<file path="src/rtl/fft_fpu_pkg.sv">
// fft_fpu_pkg: shared FPU opcodes, FP constants and cmul sequencer state encoding
// Contents: OP_* opcodes of the shared FPU, FP_ONE/FP_ZERO bit patterns,
//           3-bit sequencer states, is_unity() twiddle test.
package fft_fpu_pkg;
    localparam logic [2:0] OP_ADD = 3'b000;
    localparam logic [2:0] OP_SUB = 3'b001;
    localparam logic [2:0] OP_MUL = 3'b010;
    localparam logic [31:0] FP_ONE  = 32'h3F800000;
    localparam logic [31:0] FP_ZERO = 32'h00000000;
    // Op states are consecutive so the sequencer advances with state + 1.
    localparam logic [2:0] ST_IDLE   = 3'd0;
    localparam logic [2:0] ST_MUL_AC = 3'd1;
    localparam logic [2:0] ST_MUL_BD = 3'd2;
    localparam logic [2:0] ST_MUL_AD = 3'd3;
    localparam logic [2:0] ST_MUL_BC = 3'd4;
    localparam logic [2:0] ST_SUB_RE = 3'd5;
    localparam logic [2:0] ST_ADD_IM = 3'd6;
    localparam logic [2:0] ST_DONE   = 3'd7;
    // Exact bit compare: -0.0 in the imaginary part is not unity.
    function automatic logic is_unity(input logic [31:0] re, input logic [31:0] im);
        return re == FP_ONE && im == FP_ZERO;
    endfunction
endpackage

</file>
<file path="src/rtl/fpu_cmul_sequencer.sv">
// fpu_cmul_sequencer: complex multiply y = a * w on one shared combinational FPU
// Ports: clk/rst_n (async active-low); in_valid/in_ready + a_re/a_im/w_re/w_im
//        operand handshake; out_valid/out_ready + y_re/y_im result handshake;
//        fpu_in1/fpu_in2/fpu_opcode/fpu_en drive the parent's FPU, fpu_out returns.
module fpu_cmul_sequencer
    import fft_fpu_pkg::*;
#(
    parameter int FPU_WAIT     = 0,
    parameter bit BYPASS_UNITY = 1'b1
) (
    input  logic        clk,
    input  logic        rst_n,
    input  logic        in_valid,
    output logic        in_ready,
    input  logic [31:0] a_re,
    input  logic [31:0] a_im,
    input  logic [31:0] w_re,
    input  logic [31:0] w_im,
    output logic        out_valid,
    input  logic        out_ready,
    output logic [31:0] y_re,
    output logic [31:0] y_im,
    output logic [31:0] fpu_in1,
    output logic [31:0] fpu_in2,
    output logic [2:0]  fpu_opcode,
    output logic        fpu_en,
    input  logic [31:0] fpu_out
);
    logic [2:0]  state;
    logic [2:0]  cnt;
    logic        started;
    logic [31:0] ar, ai, wr, wi, p0, p1, p2, p3;
    logic        op_state, last, bypass;

    assign op_state  = state != ST_IDLE && state != ST_DONE;
    assign last      = cnt == 3'(FPU_WAIT);
    assign bypass    = BYPASS_UNITY && is_unity(w_re, w_im);
    // started keeps in_ready low until the first clock after reset release.
    assign in_ready  = started && state == ST_IDLE;
    assign out_valid = state == ST_DONE;
    assign fpu_en    = op_state;

    always_comb begin
        fpu_in1    = FP_ZERO;
        fpu_in2    = FP_ZERO;
        fpu_opcode = OP_ADD;
        case (state)
            ST_MUL_AC: begin fpu_in1 = ar; fpu_in2 = wr; fpu_opcode = OP_MUL; end
            ST_MUL_BD: begin fpu_in1 = ai; fpu_in2 = wi; fpu_opcode = OP_MUL; end
            ST_MUL_AD: begin fpu_in1 = ar; fpu_in2 = wi; fpu_opcode = OP_MUL; end
            ST_MUL_BC: begin fpu_in1 = ai; fpu_in2 = wr; fpu_opcode = OP_MUL; end
            ST_SUB_RE: begin fpu_in1 = p0; fpu_in2 = p1; fpu_opcode = OP_SUB; end
            ST_ADD_IM: begin fpu_in1 = p2; fpu_in2 = p3; fpu_opcode = OP_ADD; end
            default: ;
        endcase
    end

    always_ff @(posedge clk or negedge rst_n) begin
        if (!rst_n) begin
            state   <= ST_IDLE;
            cnt     <= '0;
            started <= 1'b0;
            ar      <= '0;
            ai      <= '0;
            wr      <= '0;
            wi      <= '0;
            p0      <= '0;
            p1      <= '0;
            p2      <= '0;
            p3      <= '0;
            y_re    <= '0;
            y_im    <= '0;
        end else begin
            started <= 1'b1;
            if (in_ready && in_valid) begin
                ar    <= a_re;
                ai    <= a_im;
                wr    <= w_re;
                wi    <= w_im;
                state <= bypass ? ST_DONE : ST_MUL_AC;
                if (bypass) begin
                    y_re <= a_re;
                    y_im <= a_im;
                end
            end else if (op_state) begin
                cnt <= last ? 3'd0 : cnt + 3'd1;
                if (last) begin
                    state <= state + 3'd1;
                    case (state)
                        ST_MUL_AC: p0   <= fpu_out;
                        ST_MUL_BD: p1   <= fpu_out;
                        ST_MUL_AD: p2   <= fpu_out;
                        ST_MUL_BC: p3   <= fpu_out;
                        ST_SUB_RE: y_re <= fpu_out;
                        ST_ADD_IM: y_im <= fpu_out;
                        default: ;
                    endcase
                end
            end else if (out_valid && out_ready) begin
                state <= ST_IDLE;
            end
        end
    end
endmodule
</file>
<file path="config.mk">
export PLATFORM = sky130hd
export DESIGN_NAME = fpu_cmul_sequencer
export DESIGN_NICKNAME = d
export VERILOG_FILES = /design/src/rtl/fft_fpu_pkg.sv /design/src/rtl/fpu_cmul_sequencer.sv
export SDC_FILE = /design/constraint.sdc
export NUM_CORES = 1
export LEC_CHECK = 0
export ABC_AREA = 1
export ABC_CLOCK_PERIOD_IN_PS = 1900
export CAP_MARGIN = 15
export CORE_UTILIZATION = 47
export DETAILED_ROUTE_END_ITERATION = 10
export GPL_ROUTABILITY_DRIVEN = 0
export PLACE_DENSITY = 0.89
export SYNTH_ARGS = -nofsm -noshare
export SYNTH_HDL_FRONTEND = slang
export SYNTH_SLANG_ARGS = --single-unit
</file>
<file path="constraint.sdc">
create_clock -name clk -period 1.9 [get_ports clk]
set_input_delay 0.38 -clock clk [delete_from_list [all_inputs] [get_ports clk]]
set_output_delay 0.38 -clock clk [all_outputs]
set_load 0.05 [all_outputs]
</file>
== Word level (Yosys, flattened, before mapping) ==
Cells that the tools add are included.
W data, S select, Z words.

* Add/subtract/negate cells: 2
* Equal/unequal tests: 11
* Muxes and demuxes: 19
* Bitwise gates (word level): 1
* Reduce and logical (&&, ||, !) cells: 27

{| class="wikitable"
|+ Operators by type and width
! cell !! count
|-
| $mux W32 || 10
|-
| $pmux W32 S4 || 2
|-
| $eq A32 B30 Y1 const B || 1
|-
| $logic_not A32 Y1 || 1
|-
| $reduce_and A4 Y1 || 6
|-
| $mux W3 || 6
|-
| $eq A3 B3 Y1 const B || 4
|-
| $reduce_bool A2 Y1 || 4
|-
| $reduce_or A2 Y1 || 4
|-
| $add A3 B1 Y3 const B || 2
|-
| $eq A3 B2 Y1 const B || 2
|-
| $logic_not A3 Y1 || 2
|-
| $reduce_bool A3 Y1 || 2
|-
| $logic_and A1 B1 Y1 || 5
|-
| $pmux W2 S2 || 1
|-
| $reduce_and A2 Y1 || 2
|-
| $reduce_or A4 Y1 || 1
|-
| $eq A3 B1 Y1 const B || 1
|-
| $ne A3 B1 Y1 const B || 1
|-
| $ne A3 B3 Y1 const B || 1
|-
| $ne A2 B2 Y1 const B || 1
|-
| $not A1 Y1 || 1
|}

* Register bits: 327
* Bits of input ports: 164
* Output and inout bits: 134

== Logic depth before layout (Yosys ltp) ==
Gate-level depths: netlist of run 1.

* Depth after elaboration: 5
* Gate-level depth with buffers: 11

== Worst setup path after synthesis of run 1 ==
OpenSTA, ideal clock, no wires.

* Kind: reg-to-output
* Start: reg state[1]
* End: out fpu_in1[21]
* Arrival time: 2.130 ns
* Path slack: -0.610 ns
* Cell stages (with the launch flop): 9
* Path buffers: 2
* Cells stage by stage: dfrtp_1 -> inv_1 -> ha_1 -> nand2_1 -> inv_1 -> buf_2 -> buf_1 -> nand2_1 -> nand3_1

* Longest elaborated chain between the ends: 3
* Elaborated cells on any way between the ends: 9
* Classes of those cells: 6 x eq/ne; 1 x mux; 2 x reduce/logical

{| class="wikitable"
|+ Ends and longest elaborated chain
! what !! RTL line !! text
|-
| start, declared || fpu_cmul_sequencer.sv:29 || <nowiki>logic [2:0] state;</nowiki>
|-
| start signal, assigned || fpu_cmul_sequencer.sv:80 || <nowiki>state <= bypass ? ST_DONE : ST_MUL_AC;</nowiki>
|-
| start signal, assigned || fpu_cmul_sequencer.sv:88 || <nowiki>state <= state + 3'd1;</nowiki>
|-
| $eq A3 B3 Y1, or another cell as far along || fpu_cmul_sequencer.sv:47 || <nowiki>case (state)</nowiki>
|-
| $reduce_or A2 Y1 (no line) || -- ||
|-
| $pmux W32 S4 * || fpu_cmul_sequencer.sv:47 ||
|-
| end, declared || fpu_cmul_sequencer.sv:23 || <nowiki>output logic [31:0] fpu_in1,</nowiki>
|}

Every way passes the cells marked *; elsewhere a longest branch is shown, timed or not.

== Worst setup path after layout of run 1 ==
* Start: reg state[1]
* End: out fpu_in1[4]

The elaborated chain is that of the path after synthesis.

==> key figures, run 1 <==
Setup path
  • WP data required: around 1500 ps
  • Crit start category: flop
  • CP Capture Type: output pin
  • Crit Path Max Fanout: 8
  • Slowest cell delay on critical path: between 400 and 500 ps
  • Critical-path cell list: buf_6 > ha_4 > nand2_4 > nand2_8 > buf_16 > a22oi_2 > nand3_2 > buf_12
  • Slowest-stage cell, CP: dfrtp_2
  • Critical path class: flop to output pin
  • Crit path DAT: around 2200 ps
  • Flop2flop setup slack: -190 ps

Route
  • First-pass iteration count of the detailed router: 6
  • Drt initial violations: 1746
  • Via count: about 15000
  • Routed len/inst: 22.0 um
  • DR vias/cell: between 5 and 6
  • DRC Markers: 0
  • Routed WL: between 50 and 60 mm
  • Detail Route Antenna Nets: 0

Global routing
  • Global Route Usage Sum: between 30 and 40%
  • First-pass GRT wire length: 83.2 mm
  • Initial antenna violation count: 1
  • Vias in the first global route: approximately 15000
  • Total grt overflow: 0
  • Largest net degree at the start of global routing: 74

Cells and area
  • Area grow syn2layout: 52.5%
  • Most frequent cells in the layout: nand2_1, dfrtp_1, o21ai_0, clkdlybuf4s50_1, buf_4
  • Share of layout cells above drive strength 1: about a quarter
  • Number of nets in the layout: 2325
  • Leading cell type in the layout, fill and taps excluded: nand2_1
  • Non-Filler Instances: about 2600
  • Final Instance Area: 22200 um2
  • Ant. Diodes: 0

CTS
  • H-tree depth: 2
  • CTS max path bufs: 3
  • CTS sink cnt: ~330
  • Clk pin slew, worst setup/hold paths: about 70 ps
  • Clock Latency Late Sink: about 520 ps
  • Root buf cell: clkbuf_16
  • TritonCTS Buffers: 34
  • CTS tree: built

STA
  • Final hold violations: 0
  • Fin Clk Skew: 24.4 ps
  • Worst slew margin: between 60% and 70%
  • F_max: between 300 and 400 MHz
  • Worst slew pin tran: around 510 ps
  • Setup-failing EPs final: ~320
  • Slew Viols, Final: 0
  • RSZ-0062 raised after global routing: yes
  • Final setup margin: -636 ps
  • Post-layout min period: between 2000 and 3000 ps
  • Final Cycle Share: 133%

Synthesis
  • Synthesis Warnings: 0
  • Mapped Avg Cell Area: a little over 8 um2
  • Netlist cell types: 25
  • Seq/Total Area, Yosys: around 56%
  • Mapped Cells: ~1800
  • #FFs+latches synth: ~330
  • Mapped Area: between 10000 and 15000 um2
  • Post-synth net total: 1953

Run
  • Number of max-cap violations: 0

Pwr
  • Logic pwr share: approximately three fifths
  • Sequential Power Share: 26.8%
  • Pint: roughly 0.026 W
  • PwrDens: between 2000 and 2500 nW/um2
  • Psw: around 0.022 W
  • Clock group share of total power: 14.6%
  • Peak VDD IR: roughly 1.6 mV
  • Leak Pwr: between 10 and 15 nW
  • Switching share of power: between 40% and 50%

Run status
  • Violated checks: negative setup slack
  • Status: complete, but fails checks

Die
  • Initial core utilization: between 40% and 50%
  • Die Y: 178 um
  • Die X: 178 um
  • Die ar.: roughly 32000 um2
  • Rows: 64
  • Number of I/O pins: 298
  • Core Area: 30600 um2

Min path
  • Worst min-delay path class: primary input to asynchronous set/reset pin

Placement
  • I/O Buffers: 296
  • Placed insts: around 2500
  • DP Worst Slack: -372 ps
  • Placed cell area: slightly below 20000 um2
  • Dpl hpwl: between 30 and 40 mm
-- synth_stat cells (all sizes together) --
library cell  instances  share of area, %
a21oi                 3              0.10
and3                  1             0.043
nor2                 45               1.3
dfrtp               327                56
clkbuf               51               1.3
nand2               724                19
o21ai               253               8.8
a22oi                64               3.3
conb                  2             0.051
ha                    8              0.69
xor2                  1             0.060
inv                 106               2.7
buf                  58               2.0
nand4                 3              0.13
clkinv                1             0.026
nand3               134               4.8
-- path summary, 6_finish.rpt --
check	startpoint	end	cells after the start
hold / removal	rst_n	ar[28]	2
setup reg to reg	state[0]	y_im[6]	13
hold reg to reg	wi[10]	wi[10]	2
min in group clk	a_re[4]	ar[4]	3
max in group asynchronous	rst_n	p1[0]	4
setup / recovery	state[1]	fpu_in1[4]	8
-- repair_timing --
item,4_1_cts,5_1_grt
hold buffers,1,0
resized for setup,126,61
gates cloned,13,8
endpoints found under the setup margin,225,355
setup buffers,5,1
endpoints found under the hold margin,17,0
pin swaps,37,25
-- flip-flops by register name, indices dropped and copies added (netlist names) --
name     cells
ai          32
ar          32
cnt          3
p0          32
p1          32
p2          32
p3          32
started      1
state        3
wi          32
wr          32
y_im        32
y_re        32
-- critical path: cells and delay by family (launching register included) --
| family | cells | cell delay (ps) |
|---|---|---|
| AO/OA/AOI/OAI | 1 | 190 |
| adder cells (fa/ha/maj) | 1 | 180 |
| buffers and inverters | 3 | 480 |
| flip-flops | 1 | 450 |
| AND/OR/NAND/NOR | 3 | 350 |
-- power groups by stage --
stage	clock, W	sequential (W)	combinational (W)
2_1_floorplan	0	0.0142	0.0122
3_3_place_gp	0	0.0123	0.0240
3_5_place_dp	0	0.0124	0.0247
4_1_cts	0.00696	0.0126	0.0269
5_1_grt	0.00728	0.0131	0.0295
6_report	0.00701	0.0129	0.0282
-- logic make-up after synthesis --
family / after synthesis / synth area share, %
simple gates: 907 / 24.9
flops: 327 / 56.1
compound gates: 320 / 12.2
buf+inv: 216 / 6.03
fa+ha+maj: 8 / 0.686
other cells: 2 / 0.0515
xor+xnor: 1 / 0.0601
-- through the flow --
stage	util (%)	power (W)	TNS, ps	hold WS, ps
finish	72.7	0.0481	-60380	321
global route	72.7	0.0498	-91620	326
CTS	71.6	0.0464	-44690	324
detailed placement	64.9	0.0371	-32060	249
global placement	64.9	0.0362	-25120	251
floorplan	-	0.0264	-923	84.4
-- cell type report --
type / count / area, um2
Sequential cell: 327 / 8190
Fill cell: 1919 / 8340
Timing Repair Buffer: 445 / 5320
Multi-Input combinational cell: 1238 / 6660
Inverter: 107 / 427
Clock buffer: 48 / 1010
Clock inverter: 12 / 146
Tap cell: 396 / 495
-- layer usage --
| metal | track usage, % | part of all wire (%) |
|---|---|---|
| met5 | 0 | 0 |
| met1 | 43.6 | 37 |
| met4 | 16.6 | 5.4 |
| met3 | 7.84 | 11 |
| met2 | 55.7 | 47 |
Power figures use the tool's default switching activity.
==> run 2: changes to the inputs <==
--- a/config.mk
+++ b/config.mk
@@ -8,10 +8,12 @@
 export ABC_AREA = 1
 export ABC_CLOCK_PERIOD_IN_PS = 1900
 export CAP_MARGIN = 15
+export CORE_MARGIN = 2
 export CORE_UTILIZATION = 47
 export DETAILED_ROUTE_END_ITERATION = 10
 export GPL_ROUTABILITY_DRIVEN = 0
 export PLACE_DENSITY = 0.89
+export SKIP_LAST_GASP = 1
 export SYNTH_ARGS = -nofsm -noshare
 export SYNTH_HDL_FRONTEND = slang
 export SYNTH_SLANG_ARGS = --single-unit
==> run 2 against run 1 <==
The flow still finishes with violations (negative setup slack). Sequential cell count unchanged. Wire length decreased by 7.0%. Critical path depth increased by 1. Clock-buffer cell count shrank 3. First-iteration DRC count rose by 7.6%. Register-to-register slack barely moved. Non-clock buffer count shrank 4. Via count is 3.4% lower. Worst setup slack got worse by 55 ps. Global-route usage is 3.2 points lower.
==> key figures, run 2 (same netlist as run 1, synthesis figures left out) <==
STA
  • RSZ-0062 raised after global routing: yes
  • Final Cycle Share: 136% (+2.9 points)
  • Final hold violations: 0 (unchanged)
  • Final setup margin: -691 ps (-54.7 ps)
  • Post-layout min period: 2590 ps (+54.7 ps)
  • Worst slew margin: 66.1% (about the same)
  • Slew Viols, Final: 0 (unchanged)
  • Setup TNS: -52390 ps (+7990 ps)
  • Fin Clk Skew: 17.5 ps (-6.91 ps)
  • F_max: 386 MHz (-2.1%)
  • Setup-failing EPs final: 203 (-36%)
  • Worst slew pin tran: 507 ps (-3.68 ps)

CTS
  • CTS sink cnt: 327 (unchanged)
  • Root buf cell: clkbuf_16
  • H-tree depth: 2 (unchanged)
  • Clock Latency Late Sink: 510 ps (about the same)
  • Clk pin slew, worst setup/hold paths: 60 ps (about the same)
  • TritonCTS Buffers: 34 (unchanged)
  • CTS max path bufs: 3 (unchanged)
  • CTS tree: built

Die
  • Die X: 180 um (+1.1%)
  • Initial core utilization: 47.7% (unchanged)
  • Number of I/O pins: 298 (unchanged)
  • Die Y: 180 um (+1.1%)
  • Rows: 64 (unchanged)
  • Core Area: 30600 um2 (unchanged)
  • Die ar.: 32500 um2 (+2.3%)

Placement
  • I/O Buffers: 296 (unchanged)
  • Placed cell area: 19900 um2 (+0.25%)
  • Dpl hpwl: 34.9 mm (+1.6%)
  • Placed insts: 2493 (+0.32%)

Route
  • DR top layer: met4
  • M1 wire length: 20.5 mm (-0.81%)
  • First-pass iteration count of the detailed router: 6 (unchanged)
  • Metal3 WL: 4.76 mm (-22%)
  • Detail Route Antenna Nets: 0 (unchanged)
  • Drt initial violations: 1878 (+7.6%)
  • Met2 WL: 24.8 mm (-7.2%)
  • Routed len/inst: 20.5 um (-6.9%)
  • Via count: 14687 (-3.4%)
  • Routed WL: 52.6 mm (-7.0%)
  • DRC Markers: 0 (unchanged)
  • DR vias/cell: 5.72 (-3.3%)

Global routing
  • Largest net degree at the start of global routing: 70 (-5.4%)
  • First-pass GRT wire length: 80.7 mm (-2.9%)
  • Global Route Usage Sum: 31.2% (-3.2 points)
  • Vias in the first global route: 14812 (-1.8%)
  • Initial antenna violation count: 2 (+1)
  • Total grt overflow: 0 (unchanged)

Pwr
  • Leak Pwr: 10.9 nW (-1.7%)
  • Total power: 0.0467 W (-3.0%)
  • PwrDens: 2150 nW/um2 (-0.64%)
  • Peak VDD IR: 1.56 mV (-3.1%)

Setup path
  • Crit Path Max Fanout: 14 (+6)
  • Critical path class: flop to output pin
  • Crit path DAT: 2210 ps (+50 ps)
  • CP Capture Type: output pin
  • WP data required: 1520 ps (about the same)
  • Crit start category: flop

Cells and area
  • Share of layout cells above drive strength 1: 22.6% (-1.4 points)
  • Non-Filler Instances: 2569 (-0.16%)
  • Final Instance Area: 21700 um2 (-2.3%)
  • Sequential cell area: 8180 um2 (about the same)
  • Leading cell type in the layout, fill and taps excluded: nand2_1
  • Number of nets in the layout: 2321 (-0.17%)
  • Most frequent cells in the layout: nand2_1, dfrtp_1, o21ai_0, buf_4, clkdlybuf4s50_1
  • Area grow syn2layout: 49.0%
  • Multi-input logic area: 6460 um2 (-2.9%)
  • Fillers: 2025 (+5.5%)

Run status
  • Violated checks: negative setup slack
  • Status: complete, but fails checks

Min path
  • Worst min-delay path class: primary input to asynchronous set/reset pin

Run
  • Number of max-cap violations: 0 (unchanged)
-- run 2: layer usage --
layer / vias up / GRT usage, %
met2: 984 / 49.8
met1: 7062 / 41.9
met4: 0 / 13.9
met3: 180 / 5.66
li1: 6461 / -
met5: - / 0
-- run 2: cell type report --
cell class	count	share of cell area, %
antenna	1	0.0115
clock buffer	45	4.39
clock inverter	14	1.03
inverter	107	1.92
multi-input combinational	1238	29.7
sequential	327	37.7
tap	396	2.28
timing repair buffer	441	23.0
-- run 2: critical path, stage by stage (launching register included) --
cell and delay [ps]:
dfrtp_1 420, inv_1 160, ha_4 190, nand2_1 100, inv_4 140, buf_12 180
buf_4 140, nand2_1 90, nand3_4 120, buf_12 140
-- run 2: where the power goes --
part	switching, W	internal, W	total [W]
Combinational	0.0162	0.0106	0.0268
Sequential	0.00243	0.0103	0.0127
Clock	0.00278	0.00435	0.00713
Total	0.0214	0.0253	0.0467
-- run 2: stage by stage --
step	util [%]	setup slack, ps	hold WS (ps)
final	71.0	-691	386
after global routing	71.0	-755	415
after CTS	70.0	-655	393
after detailed placement	65.0	-323	329
after global placement	65.0	-309	326
after floorplan	-	-38.0	84.4
-- run 2: what timing repair did --
| action | in CTS | in global routing |
|---|---|---|
| endpoints found under the setup margin | 208 | 312 |
| hold buffers | 1 | 0 |
| setup buffers | 2 | 5 |
| gates cloned | 5 | 3 |
| hold endpoints to repair | 37 | 0 |
| gates resized for setup | 47 | 53 |
| pin swaps | 14 | 12 |
-- run 2: final timing paths --
kind	slack, ps	cells after the start	end	startpoint
worst min register to register	480	2	wr[22]	wr[22]
worst min-delay path	390	2	p0[28]	rst_n
max in group asynchronous	770	3	y_im[4]	rst_n
worst max-delay path	-690	9	fpu_in2[29]	state[1]
min in group clk	430	3	ar[31]	a_re[31]
worst max register to register	-190	11	y_re[27]	state[1]
